**src/rtl/router_out_arb_if.sv**
```systemverilog
// Bus bundle for router_out_arb: the three FIFO read ports on one side and the
// downstream valid/ready byte link plus status on the other.
`timescale 1ns/1ps
interface router_out_arb_if;
  localparam int unsigned DW = 8;
  localparam int unsigned GW = 2;

  logic          fifo_empty_0, fifo_empty_1, fifo_empty_2;
  logic [DW-1:0] fifo_dout_0, fifo_dout_1, fifo_dout_2;
  logic          read_enb_0, read_enb_1, read_enb_2;
  logic [DW-1:0] out_data;
  logic          out_valid;
  logic          out_ready;
  logic [GW-1:0] grant;
  logic          busy;
  logic          parity_err;
  logic          soft_reset_0, soft_reset_1, soft_reset_2;

  // Arbiter side
  modport slave (
    input  fifo_empty_0, fifo_empty_1, fifo_empty_2,
    input  fifo_dout_0, fifo_dout_1, fifo_dout_2,
    input  out_ready,
    output read_enb_0, read_enb_1, read_enb_2,
    output out_data, out_valid, grant, busy, parity_err,
    output soft_reset_0, soft_reset_1, soft_reset_2
  );

  // FIFO / downstream side
  modport master (
    output fifo_empty_0, fifo_empty_1, fifo_empty_2,
    output fifo_dout_0, fifo_dout_1, fifo_dout_2,
    output out_ready,
    input  read_enb_0, read_enb_1, read_enb_2,
    input  out_data, out_valid, grant, busy, parity_err,
    input  soft_reset_0, soft_reset_1, soft_reset_2
  );
endinterface

```
**src/rtl/router_out_arb.sv**
```systemverilog
// Packet-atomic round-robin scheduler of three output FIFOs onto one byte link,
// with on-the-fly packet parity check. Optional stall watchdog: ROUTER_ARB_WDOG_EN.
`timescale 1ns/1ps
module router_out_arb #(
  parameter int unsigned TIMEOUT = 30
) (
  input  logic             clock,
  input  logic             resetn,
  router_out_arb_if.slave  bus
);
  localparam int unsigned DW = 8;
  localparam int unsigned CW = 7;
  localparam int unsigned GW = 2;
  localparam logic [GW-1:0] NO_GRANT = 2'b11;

  typedef enum logic [1:0] {
    S_IDLE = 2'd0,
    S_HEAD = 2'd1,
    S_BODY = 2'd2
  } state_t;

  if (TIMEOUT == 0) begin : g_timeout_check
    $error("router_out_arb: TIMEOUT must be nonzero");
  end

  state_t        state_q, state_d;
  logic [GW-1:0] grant_q, grant_d;
  logic [GW-1:0] last_q, last_d;
  logic [CW-1:0] cnt_q, cnt_d;
  logic [DW-1:0] xor_q, xor_d;
  logic [DW-1:0] out_data_q, out_data_d;
  logic          out_valid_q, out_valid_d;
  logic          busy_q, busy_d;
  logic          parity_err_q, parity_err_d;

  logic [2:0]    empty_vec;
  logic          head_empty;
  logic [DW-1:0] head_byte;
  logic          can_pop;
  logic [GW-1:0] pick, cand;
  logic          pick_ok;

`ifdef ROUTER_ARB_WDOG_EN
  localparam int unsigned SW = $clog2(TIMEOUT + 1);
  logic [SW-1:0] stall_q, stall_d;
  logic [2:0]    soft_reset_q, soft_reset_d;
`endif

  // Head-of-line view of the currently granted FIFO
  always_comb begin
    empty_vec  = {bus.fifo_empty_2, bus.fifo_empty_1, bus.fifo_empty_0};
    head_empty = 1'b1;
    head_byte  = '0;
    case (grant_q)
      2'd0: begin head_empty = bus.fifo_empty_0; head_byte = bus.fifo_dout_0; end
      2'd1: begin head_empty = bus.fifo_empty_1; head_byte = bus.fifo_dout_1; end
      2'd2: begin head_empty = bus.fifo_empty_2; head_byte = bus.fifo_dout_2; end
      default: ;
    endcase
    can_pop = ((state_q == S_HEAD) || (state_q == S_BODY)) && !head_empty &&
              (!out_valid_q || bus.out_ready);
  end

  // Round-robin pick: last+1, last+2, then last itself
  always_comb begin
    pick    = NO_GRANT;
    pick_ok = 1'b0;
    cand    = '0;
    for (int k = 1; k <= 3; k++) begin
      cand = GW'((int'(last_q) + k) % 3);
      if (!pick_ok && !empty_vec[cand]) begin
        pick    = cand;
        pick_ok = 1'b1;
      end
    end
  end

  always_comb begin
    state_d      = state_q;
    grant_d      = grant_q;
    last_d       = last_q;
    cnt_d        = cnt_q;
    xor_d        = xor_q;
    out_data_d   = out_data_q;
    out_valid_d  = out_valid_q;
    parity_err_d = 1'b0;
`ifdef ROUTER_ARB_WDOG_EN
    stall_d      = stall_q;
    soft_reset_d = '0;
`endif

    if (can_pop) begin
      out_data_d  = head_byte;
      out_valid_d = 1'b1;
    end else if (bus.out_ready) begin
      out_valid_d = 1'b0;
    end

    case (state_q)
      S_IDLE: begin
        if (pick_ok) begin
          grant_d = pick;
          state_d = S_HEAD;
        end
      end
      S_HEAD: begin
        if (can_pop) begin
          cnt_d   = CW'(head_byte[7:2]) + CW'(1);
          xor_d   = head_byte;
          state_d = S_BODY;
        end
      end
      S_BODY: begin
        if (can_pop) begin
          xor_d = xor_q ^ head_byte;
          cnt_d = cnt_q - CW'(1);
          // cnt==1 means this pop is the parity byte
          if (cnt_q == CW'(1)) begin
            parity_err_d = ((xor_q ^ head_byte) != '0);
            last_d       = grant_q;
            grant_d      = NO_GRANT;
            state_d      = S_IDLE;
          end
        end
      end
      default: state_d = S_IDLE;
    endcase

`ifdef ROUTER_ARB_WDOG_EN
    // Stall watchdog: abort the granted FIFO after TIMEOUT cycles without a pop
    if ((state_q == S_IDLE) || can_pop) begin
      stall_d = '0;
    end else begin
      stall_d = stall_q + SW'(1);
      if (stall_d == SW'(TIMEOUT)) begin
        soft_reset_d[grant_q] = 1'b1;
        out_valid_d           = 1'b0;
        last_d                = grant_q;
        grant_d               = NO_GRANT;
        state_d               = S_IDLE;
        stall_d               = '0;
      end
    end
`endif

    busy_d = (state_d != S_IDLE);
  end

  always_ff @(posedge clock) begin
    if (!resetn) begin
      state_q      <= S_IDLE;
      grant_q      <= NO_GRANT;
      last_q       <= 2'd2;
      cnt_q        <= '0;
      xor_q        <= '0;
      out_data_q   <= '0;
      out_valid_q  <= 1'b0;
      busy_q       <= 1'b0;
      parity_err_q <= 1'b0;
`ifdef ROUTER_ARB_WDOG_EN
      stall_q      <= '0;
      soft_reset_q <= '0;
`endif
    end else begin
      state_q      <= state_d;
      grant_q      <= grant_d;
      last_q       <= last_d;
      cnt_q        <= cnt_d;
      xor_q        <= xor_d;
      out_data_q   <= out_data_d;
      out_valid_q  <= out_valid_d;
      busy_q       <= busy_d;
      parity_err_q <= parity_err_d;
`ifdef ROUTER_ARB_WDOG_EN
      stall_q      <= stall_d;
      soft_reset_q <= soft_reset_d;
`endif
    end
  end

  assign bus.read_enb_0 = can_pop && (grant_q == 2'd0);
  assign bus.read_enb_1 = can_pop && (grant_q == 2'd1);
  assign bus.read_enb_2 = can_pop && (grant_q == 2'd2);
  assign bus.out_data   = out_data_q;
  assign bus.out_valid  = out_valid_q;
  assign bus.grant      = grant_q;
  assign bus.busy       = busy_q;
  assign bus.parity_err = parity_err_q;

`ifdef ROUTER_ARB_WDOG_EN
  assign bus.soft_reset_0 = soft_reset_q[0];
  assign bus.soft_reset_1 = soft_reset_q[1];
  assign bus.soft_reset_2 = soft_reset_q[2];
`else
  assign bus.soft_reset_0 = 1'b0;
  assign bus.soft_reset_1 = 1'b0;
  assign bus.soft_reset_2 = 1'b0;
`endif
endmodule
```
**src/flat_wrapper.sv**
```systemverilog
// flat-port wrapper written by rule: the top's interface ports become plain ports
module router_out_arb_flat 
#(
  parameter int unsigned TIMEOUT = 30
)
  (clock, resetn, bus_fifo_empty_0, bus_fifo_empty_1, bus_fifo_empty_2, bus_fifo_dout_0, bus_fifo_dout_1, bus_fifo_dout_2, bus_out_ready, bus_read_enb_0, bus_read_enb_1, bus_read_enb_2, bus_out_data, bus_out_valid, bus_grant, bus_busy, bus_parity_err, bus_soft_reset_0, bus_soft_reset_1, bus_soft_reset_2);
  router_out_arb_if bus_i ();
  input  logic clock;
  input  logic resetn;
  input wire logic [$bits(bus_i.fifo_empty_0)-1:0] bus_fifo_empty_0;
  input wire logic [$bits(bus_i.fifo_empty_1)-1:0] bus_fifo_empty_1;
  input wire logic [$bits(bus_i.fifo_empty_2)-1:0] bus_fifo_empty_2;
  input wire logic [$bits(bus_i.fifo_dout_0)-1:0] bus_fifo_dout_0;
  input wire logic [$bits(bus_i.fifo_dout_1)-1:0] bus_fifo_dout_1;
  input wire logic [$bits(bus_i.fifo_dout_2)-1:0] bus_fifo_dout_2;
  input wire logic [$bits(bus_i.out_ready)-1:0] bus_out_ready;
  output wire logic [$bits(bus_i.read_enb_0)-1:0] bus_read_enb_0;
  output wire logic [$bits(bus_i.read_enb_1)-1:0] bus_read_enb_1;
  output wire logic [$bits(bus_i.read_enb_2)-1:0] bus_read_enb_2;
  output wire logic [$bits(bus_i.out_data)-1:0] bus_out_data;
  output wire logic [$bits(bus_i.out_valid)-1:0] bus_out_valid;
  output wire logic [$bits(bus_i.grant)-1:0] bus_grant;
  output wire logic [$bits(bus_i.busy)-1:0] bus_busy;
  output wire logic [$bits(bus_i.parity_err)-1:0] bus_parity_err;
  output wire logic [$bits(bus_i.soft_reset_0)-1:0] bus_soft_reset_0;
  output wire logic [$bits(bus_i.soft_reset_1)-1:0] bus_soft_reset_1;
  output wire logic [$bits(bus_i.soft_reset_2)-1:0] bus_soft_reset_2;
  assign bus_i.fifo_empty_0 = bus_fifo_empty_0;
  assign bus_i.fifo_empty_1 = bus_fifo_empty_1;
  assign bus_i.fifo_empty_2 = bus_fifo_empty_2;
  assign bus_i.fifo_dout_0 = bus_fifo_dout_0;
  assign bus_i.fifo_dout_1 = bus_fifo_dout_1;
  assign bus_i.fifo_dout_2 = bus_fifo_dout_2;
  assign bus_i.out_ready = bus_out_ready;
  assign bus_read_enb_0 = bus_i.read_enb_0;
  assign bus_read_enb_1 = bus_i.read_enb_1;
  assign bus_read_enb_2 = bus_i.read_enb_2;
  assign bus_out_data = bus_i.out_data;
  assign bus_out_valid = bus_i.out_valid;
  assign bus_grant = bus_i.grant;
  assign bus_busy = bus_i.busy;
  assign bus_parity_err = bus_i.parity_err;
  assign bus_soft_reset_0 = bus_i.soft_reset_0;
  assign bus_soft_reset_1 = bus_i.soft_reset_1;
  assign bus_soft_reset_2 = bus_i.soft_reset_2;
  router_out_arb #(.TIMEOUT(TIMEOUT)) u_core (.clock(clock), .resetn(resetn), .bus(bus_i));
endmodule
```
**config.mk**
```make
export PLATFORM = sky130hd
export DESIGN_NAME = router_out_arb_flat
export DESIGN_NICKNAME = d
export VERILOG_FILES = /design/src/rtl/router_out_arb_if.sv /design/src/rtl/router_out_arb.sv /design/src/flat_wrapper.sv
export SDC_FILE = /design/constraint.sdc
export NUM_CORES = 1
export LEC_CHECK = 0
export ABC_AREA = 1
export CAP_MARGIN = 20
export CORE_MARGIN = 5
export CORE_UTILIZATION = 47
export CTS_BUF_LIST = sky130_fd_sc_hd__clkbuf_16
export CTS_CLUSTER_DIAMETER = 50
export DETAILED_ROUTE_END_ITERATION = 8
export GPL_TIMING_DRIVEN = 0
export PLACE_DENSITY_LB_ADDON = 0.1
export SLEW_MARGIN = 20
export SYNTH_ARGS = -nofsm -noshare
export SYNTH_HDL_FRONTEND = slang
export SYNTH_SLANG_ARGS = --single-unit
```
**constraint.sdc**
```tcl
create_clock -name clock -period 2.65 [get_ports clock]
set_clock_uncertainty 0.2 [all_clocks]
set_input_delay 0.265 -clock clock [delete_from_list [all_inputs] [get_ports clock]]
set_output_delay 0.265 -clock clock [all_outputs]
set_load 0.05 [all_outputs]
```
==> flow_summary.ini <==
[pwr]
combPwrFrac_pct = 39.0
clkPwrFrac_pct = 29.1
p_sw_share_pct = 37.6
power.switching_uw = 684
p_seq_share_pct = 31.9
total_power_uw = 1820
p_int_uw = 1130
leakagePower_uw = 0.00142
p_per_area_nw_per_um2 = 618
ir_drop_mv = 0.422

[clock_tree]
cts_tree = built
numCtsBuffers = 5
clock-sinks = 32
postCtsHoldBufs = 0
h-tree-depth = 2
clk_latency_ns = 0.27
root_buffer = clkbuf_16
post_cts_buffers = 0
clockBufferDepth = 2
clk_pin_slew_worst_paths_ns = 0.05

[synth]
synth_edf_count = 0
ys.warnings.count = 0
synth_seq_cells = 32
netlist_area_um2 = 2270
async_flop_share_pct = 0
yosysUniqueCellTypes = 32
ys.flop_type = dfxtp_1
yosysSeqAreaShare_pct = 28.2
synth.avg_cell_area_um2 = 6.20
synthCells = 367

[sta]
fmaxAchievable_ghz = 0.417
timing.hold.ws_ns = 0.266
finalCritPeriodShare_pct = 90.5
fin_ws_ns = 0.251
relSlewSlack_pct = 64.8
tightest_slew_ns = 0.526
hold_viol_final = 0
rsz0062_at_grt = no
fin_crit_ns = 2.40
drv_slew = 0
setup_viol = 0

[worst_setup_path]
critical_path_class = reg -> out
cp.required_ns = 2.18
cp_top_family = simple AND/OR/NAND/NOR gates
startpoint_type = register
cp_num_buf_inv = 2
end_kind = output pin
critPathMaxStageDelay_ns = 0.37
cp_max_fo = 12
crit_chain = inv_1 > ha_1 > nand2_1 > nor2_2 > nand2_2 > nor3_1 > clkbuf_4
critPathArrivalTime_ns = 1.93
cpMaxStageDelayCell = ha_1

[route]
drc_errors = 0
wl_per_cell_um = 12.3
vias_per_cell = 4.83
wl_mm = 6.01
firstDrtPassIters = 4
ant_nets = 0
dr_total_vias = 2355
first_iter_violations = 111

[run_status]
status = finished clean

[placement]
portBuffers = 45
globalplace.congestion = 0.856
place_ws_ns = -0.239
dp_hpwl_mm = 4.63
placed_area_um2 = 2820

[floorplan]
rows = 25
core_um2 = 4720
num_io_pins = 49
die_width_um = 79.6
fp.dieArea_um2 = 6330
start_util_pct = 48.2
fp.dieH_um = 79.6

[global_routing]
antenna_found_initial = 0
first_global_vias = 2115
grt_max_degree = 11
grt_use_total_pct = 19.9
gr-total-overflow = 0
grt_pass1_wl_mm = 10.1

[cells_and_area]
nFillCells = 465
drive_gt1_share_pct = 7.84
fin_nets = 461
antenna-diode-count = 0
final_area_um2 = 2940
final_common_cell = nand2_1
final_cell_mix = nand2_1 (128), clkdlybuf4s50_1 (42), inv_1 (38)
area_growth_pct = 29.3
final_util_pct = 62.3

[job]
drv_cap = 0

[worst_hold_path]
holdCritPathClass = reg -> reg
## cell type report
cell class	instances	area [µm²]	share of cell area [%]
multi-input combinational	283	1400	47.4
sequential	32	641	21.8
timing repair buffer	45	443	15.1
tap	67	83.8	2.85
clock inverter	3	11.3	0.383
buffer	13	87.6	2.98
inverter	40	155	5.27
clock buffer	5	125	4.25
## stage by stage
stage          cells  setup TNS [ns]
6_report         488               0
5_1_grt          488               0
4_1_cts          489               0
3_5_place_dp     481          -0.716
3_3_place_gp     481          -0.643
2_1_floorplan    369          -0.714
## worst min-delay path, cell delays in order, from the launching register on
cell	delay, ns
dfxtp_1	0.31
nand2_1	0.06
a21oi_1	0.05
## worst paths after layout
| kind | slack [ns] | end | depth (start not counted) | start |
|---|---|---|---|---|
| setup / recovery | 0.25 | bus_read_enb_1 | 7 | u_core.state_q[0] |
| hold / removal | 0.27 | u_core.bus.out_data[5] | 2 | u_core.bus.out_data[5] |
| setup reg to reg | 0.37 | u_core.bus.grant[1] | 12 | u_core.last_q[0] |
| hold reg to reg | 0.27 | u_core.bus.out_data[5] | 2 | u_core.bus.out_data[5] |
## logic make-up (layout without fill, tap and decap cells)
kind of cell             Yosys count  in the layout  synth area share [%]
AO/OA/AOI/OAI                     49             49                  11.3
XOR/XNOR                           7              7                  2.70
other                              1              3                 0.165
AND/OR/NAND/NOR                  213            213                  40.8
adder cells (fa/ha/maj)           11             11                  6.05
flip-flops                        32             32                  28.2
buffers and inverters             54            106                  10.8
## power groups by stage
stage	Clock, µW	Combinational, µW	Sequential [µW]
6_report	528	709	579
2_1_floorplan	0	457	639
3_5_place_dp	0	705	588
5_1_grt	570	792	586
3_3_place_gp	0	692	586
4_1_cts	541	708	578
## what timing repair did
action / 4_1_cts / 5_1_grt
endpoints found under the hold margin: 0 / 0
endpoints found under the setup margin: 3 / 3
gates resized for setup: 18 / 3
## sequential cells by signal, indices dropped and copies added, names as in the netlist
signal / count
u_core.bus.parity_err: 1
u_core.last_q: 2
u_core.cnt_q: 7
u_core.bus.grant: 2
u_core.bus.out_data: 8
u_core.bus.busy: 1
u_core.state_q: 2
u_core.xor_q: 8
u_core.bus.out_valid: 1
## routing by layer
metal  vias to the layer above  GRT usage, %  wire length (µm)
met5                         -             0                 0
met1                      1026          28.2              3060
met4                         0          3.44                31
met3                         4          3.61               287
met2                        56          31.6              2630
li1                       1269             -                 -
## Yosys cell counts (5+ instances only)
master / n / area share [%]
nand2_1: 128 / 21
inv_1: 36 / 5.9
a21oi_1: 33 / 7.3
dfxtp_1: 32 / 28
nor2_1: 32 / 5.3
nand3_1: 29 / 6.4
ha_1: 11 / 6.1
o21ai_0: 9 / 2.0
clkbuf_1: 6 / 0.99
nand3_2: 6 / 2.6
nor3_1: 6 / 1.3
xor2_1: 5 / 1.9
(Power assumes the default switching activity.)
